### config.mk
export PLATFORM = sky130hd
export DESIGN_NAME = rsnn_spike_counter
export DESIGN_NICKNAME = d
export VERILOG_FILES = /design/src/rtl/rsnn_spike_counter.sv
export SDC_FILE = /design/constraint.sdc
export NUM_CORES = 1
export LEC_CHECK = 0
export BUFFER_PORTS_ARGS = -buffer_cell sky130_fd_sc_hd__clkbuf_2
export CAP_MARGIN = 0
export CORE_MARGIN = 10
export CORE_UTILIZATION = 58
export DETAILED_ROUTE_END_ITERATION = 6
export MAX_ROUTING_LAYER = met4
export PLACE_DENSITY = 0.79
export SYNTH_ARGS = -nofsm -noshare
export SYNTH_HDL_FRONTEND = slang
export SYNTH_SLANG_ARGS = --single-unit
### constraint.sdc
create_clock -name clk -period 3.79 [get_ports clk]
set_input_delay 0.379 -clock clk [delete_from_list [all_inputs] [get_ports clk]]
set_output_delay 0.379 -clock clk [all_outputs]
set_load 0.01 [all_outputs]
### src/rtl/rsnn_spike_counter.sv
// Spike readout: windowed per-neuron spike counters, latched count bank, argmax winner with tie flag.
// Latency: winner_valid pulses N_NEURONS+1 cycles after the window-closing step edge; count_rd is combinational.
// Backpressure: none; a window closing mid-scan restarts the scan, drops its pulse and sets sticky overrun.
module rsnn_spike_counter #(
  parameter int  N_NEURONS = 8,
  parameter int  CNT_W     = 8,
  parameter int  WIN_W     = 8,
  localparam int IDX_W     = $clog2(N_NEURONS)
) (
  input  logic                 clk,
  input  logic                 rst_n,
  input  logic                 ena,
  input  logic                 step,
  input  logic [N_NEURONS-1:0] spikes,
  input  logic [WIN_W-1:0]     window_len,
  input  logic                 clear,
  input  logic [IDX_W-1:0]     count_sel,
  output logic [CNT_W-1:0]     count_rd,
  output logic [IDX_W-1:0]     winner,
  output logic                 tie,
  output logic                 winner_valid,
  output logic                 overrun
);

  typedef enum logic [1:0] {ACCUM, SCAN, DONE} state_t;

  localparam logic [IDX_W-1:0] LAST_IDX = IDX_W'(N_NEURONS - 1);
  localparam logic [CNT_W-1:0] CNT_MAX  = '1;

  state_t           state, state_nxt;
  logic [CNT_W-1:0] live     [N_NEURONS];
  logic [CNT_W-1:0] latched  [N_NEURONS];
  logic [CNT_W-1:0] live_sum [N_NEURONS];
  logic [WIN_W-1:0] step_cnt;
  logic [WIN_W-1:0] lim_m1;
  logic [IDX_W-1:0] idx;
  logic [IDX_W-1:0] best_idx;
  logic [CNT_W-1:0] best;
  logic             tie_r;
  logic             accept;
  logic             close;
  logic             done_fire;

  // A window length of 0 behaves as 1; using >= lets a shortened window close on the next step.
  assign lim_m1    = (window_len == '0) ? '0 : window_len - WIN_W'(1);
  assign accept    = step & ena & ~clear;
  assign close     = accept && (step_cnt >= lim_m1);
  assign done_fire = (state == DONE) && !close && !clear;
  assign count_rd  = latched[count_sel];

  // Saturating per-neuron increment for the current step's spikes.
  always_comb begin
    for (int i = 0; i < N_NEURONS; i++) begin
      live_sum[i] = live[i];
      if (spikes[i] && (live[i] != CNT_MAX)) begin
        live_sum[i] = live[i] + CNT_W'(1);
      end
    end
  end

  // Live accumulation, window step counter and latching of the finished window.
  always_ff @(posedge clk or negedge rst_n) begin
    if (!rst_n) begin
      step_cnt <= '0;
      for (int i = 0; i < N_NEURONS; i++) begin
        live[i]    <= '0;
        latched[i] <= '0;
      end
    end else if (clear) begin
      step_cnt <= '0;
      for (int i = 0; i < N_NEURONS; i++) live[i] <= '0;
    end else if (accept) begin
      if (close) begin
        step_cnt <= '0;
        for (int i = 0; i < N_NEURONS; i++) begin
          latched[i] <= live_sum[i];
          live[i]    <= '0;
        end
      end else begin
        step_cnt <= step_cnt + WIN_W'(1);
        for (int i = 0; i < N_NEURONS; i++) live[i] <= live_sum[i];
      end
    end
  end

  // Scan FSM state register.
  always_ff @(posedge clk or negedge rst_n) begin
    if (!rst_n) state <= ACCUM;
    else        state <= state_nxt;
  end

  // Next state: a window close always (re)starts the scan; clear wins over everything.
  always_comb begin
    state_nxt = state;
    case (state)
      ACCUM:   state_nxt = ACCUM;
      SCAN:    if (idx == LAST_IDX) state_nxt = DONE;
      DONE:    state_nxt = ACCUM;
      default: state_nxt = ACCUM;
    endcase
    if (close) state_nxt = SCAN;
    if (clear) state_nxt = ACCUM;
  end

  // Argmax walk over the latched bank, one index per cycle; strict > keeps the lowest index on ties.
  always_ff @(posedge clk or negedge rst_n) begin
    if (!rst_n) begin
      idx      <= '0;
      best     <= '0;
      best_idx <= '0;
      tie_r    <= 1'b0;
    end else if (clear || close) begin
      idx <= '0;
    end else if (state == SCAN) begin
      idx <= idx + IDX_W'(1);
      if (idx == '0) begin
        best     <= latched[0];
        best_idx <= '0;
        tie_r    <= 1'b0;
      end else if (latched[idx] > best) begin
        best     <= latched[idx];
        best_idx <= idx;
        tie_r    <= 1'b0;
      end else if (latched[idx] == best) begin
        tie_r <= 1'b1;
      end
    end
  end

  // Result registers, the one-cycle valid pulse and the sticky overrun flag.
  always_ff @(posedge clk or negedge rst_n) begin
    if (!rst_n) begin
      winner       <= '0;
      tie          <= 1'b0;
      winner_valid <= 1'b0;
      overrun      <= 1'b0;
    end else begin
      winner_valid <= done_fire;
      if (done_fire) begin
        winner <= best_idx;
        tie    <= tie_r;
      end
      if (clear) overrun <= 1'b0;
      else if (close && (state != ACCUM)) overrun <= 1'b1;
    end
  end

endmodule

==> results.cfg <==
[routing]
via_per_inst = 5.96
drtIter0Drc = 628
wl_met2_um = 10100
drtAntennaViolNets = 0
wl_met1_um = 9370
drc = 0
via_count = 7071
routed-wl-met3_um = 935
dr.max_layer_used = met4
wl_per_cell_um = 17.6
dr.pass1.iters = 6
wirelength_um = 20900

[die]
dieWidth_um = 146
rows = 45
fp.coreArea_sq_mm = 0.0154
die_h_um = 146
die_area_sq_mm = 0.0213
initial_core_util = 0.597
io_pins = 38

[logic_synthesis]
synth_enable_flop_cells = 0
synth_area_sq_mm = 0.00918
synth-seq-area-share = 0.433
ys_warn_count = 0
yosysUniqueCellTypes = 46
synth-main-ff-cell = dfrtp_1
synthesis.nets = 994
async_flop_share = 1.00
synth_top_cell_by_area = dfrtp_1
synth.avg_cell_area_sq_um = 9.76
synth_seq_cells = 159
synth_top_area_frac = 0.433
netlist_instances = 941
synth.top_cells.by_area = dfrtp_1, o21ai_0, mux4_2, nand2_1, ha_1

[cts]
cts-htree-levels = 4
clockBufferDepth = 2
cts-root-buf = clkbuf_16
post_cts_buffers = 0
path_clk_slew_ps = 60
clock_latency_ps = 430
ctsResizeCount = 0
clock_sinks = 159
cts-buffers-inserted = 17
cts_hold_buf = 0
cts_tree = yes

[worst_setup_path]
r2r_slack_ps = 470
reg2reg_depth = 12
max_stage_delay_ps = 510
critPathLaunchType = flop
path_max_fanout = 19
cp_data_arrival_time_ps = 3630
crit_chain = buf_12 -> mux4_2 -> nand2_1 -> o21ai_0 -> ha_1 -> nor2b_1 -> o211ai_1 -> a21oi_1 -> a2111oi_0 -> nand4bb_1 -> buf_4 -> mux2_2
cp_slowest_cell = mux4_2
cp-end-kind = flop
path_class = flop to flop
worstPathRequired_ps = 4110

[global_route]
grt_util_all_layers = 0.203
overflow = 0
antenna_found_initial = 0
grt_max_degree = 85
grt_pass1_vias = 6879
grt_pass1_wl_um = 34600

[run_status]
violations = negative hold slack
status = complete, but fails checks

[place]
place_area_sq_mm = 0.00964
globalplace.congestion = 0.891
port_buffers = 37
dp.cells = 1154
post-dp-hpwl_um = 14600

[sta]
relSlewSlack = 0.478
final-hold-violation-count = 4
clock_skew_ps = 5.31
fin_crit_ps = 3320
fin_setup_tns_ps = 0
tightest_slew_ps = 783
setup_viol = 0
rsz0062_at_grt = false
slew_viol_final = 0
hold_slack_ps = -11.8
fin_crit_sh = 0.875
timing.fmax_mhz = 302

[hold_path]
hold_class = input port to asynchronous set/reset pin

[layout]
layout-drive-gt1-share = 0.155
syn_to_final_growth_pct = 11.8
postLayoutCoreUtil = 0.668
final_cells = 1186
antennaDiodeCount = 0
final_area_sq_mm = 0.0103
fill_cells = 1190
nets = 1015

[power_and_ir_drop]
p_per_area_mw_per_mm2 = 368
leakage_nw = 4.49
peakVddDrop_uv = 322

[job]
cap_violations = 0
[worst max-delay path, delay by kind of cell (launching register included)]
kind,cells,cell delay (ps)
fa+ha+maj,1,340
simple gates,3,410
mux,2,870
flops,1,380
compound gates,4,760
buf+inv,2,420
[state kept, by name (all words and copies together) (netlist names), 2 cells and up]
name	flops
best	8
live	64
state	2
idx	3
step_cnt	8
winner	3
latched	64
best_idx	3
[report_power, final]
part | internal, mW | total (mW) | switching (mW)
registers | 1.71 | 1.73 | 0.0158
clock network | 1.14 | 1.82 | 0.685
logic | 0.0791 | 0.223 | 0.144
total | 2.93 | 3.77 | 0.844
[cell type report]
cell class,count,area [sq um],area share
clock inverter,9,158,0.0154
sequential,159,3980,0.388
timing repair buffer,57,392,0.0382
multi-input combinational,698,4890,0.477
clock buffer,23,468,0.0456
tap,211,264,0.0257
inverter,29,109,0.0106
[layer usage]
layer,vias to the layer above,GRT usage
li1,3405,-
met1,3458,0.262
met2,179,0.314
met3,29,0.0366
met4,0,0.0753
met5,-,-
[cell usage in the layout, fill, tap and decap left out, types with 20 or more instances in the layout]
cell	instances
a21oi_1	20
and3_1	21
clkbuf_2	36
dfrtp_1	159
ha_1	29
inv_1	29
mux2_2	26
mux2i_1	22
mux4_2	32
nand2_1	154
nand3_1	25
nor2_1	30
o21ai_0	162
o31ai_1	27
xnor2_1	37
xor2_1	23
[logic make-up (layout without fill, tap and decap cells)]
logic type | Yosys count | after routing | synth area share
mux | 80 | 80 | 0.134
compound gates | 246 | 246 | 0.155
fa+ha+maj | 29 | 29 | 0.0395
buf+inv | 84 | 118 | 0.0365
xor+xnor | 60 | 60 | 0.0572
simple gates | 283 | 283 | 0.144
flops | 159 | 159 | 0.433
[synthesized netlist by cell type, drive strengths merged (21+ instances only)]
library cell / instances
a21oi: 21
and3: 21
clkbuf: 40
dfrtp: 159
ha: 29
inv: 29
mux2: 26
mux2i: 22
mux4: 32
nand2: 155
nand3: 25
nor2: 30
o21ai: 164
o31ai: 27
xnor2: 37
xor2: 23
[final timing paths]
kind / start / end
max: idx[0] / best[3]
min: rst_n / live[16]
min reg2reg: latched[10] / latched[10]
min in group clk: spikes[4] / live[28]
max in group asynchronous: rst_n / live[40]
max reg2reg: idx[0] / best[3]
[through the flow]
step                setup slack, ps  power, mW
floorplan                       344       1.88
detailed placement              190       1.98
global placement                277       1.98
finish                          474       3.77
global route                    179       3.89
CTS                             471       3.80
(Power assumes the default switching activity.)
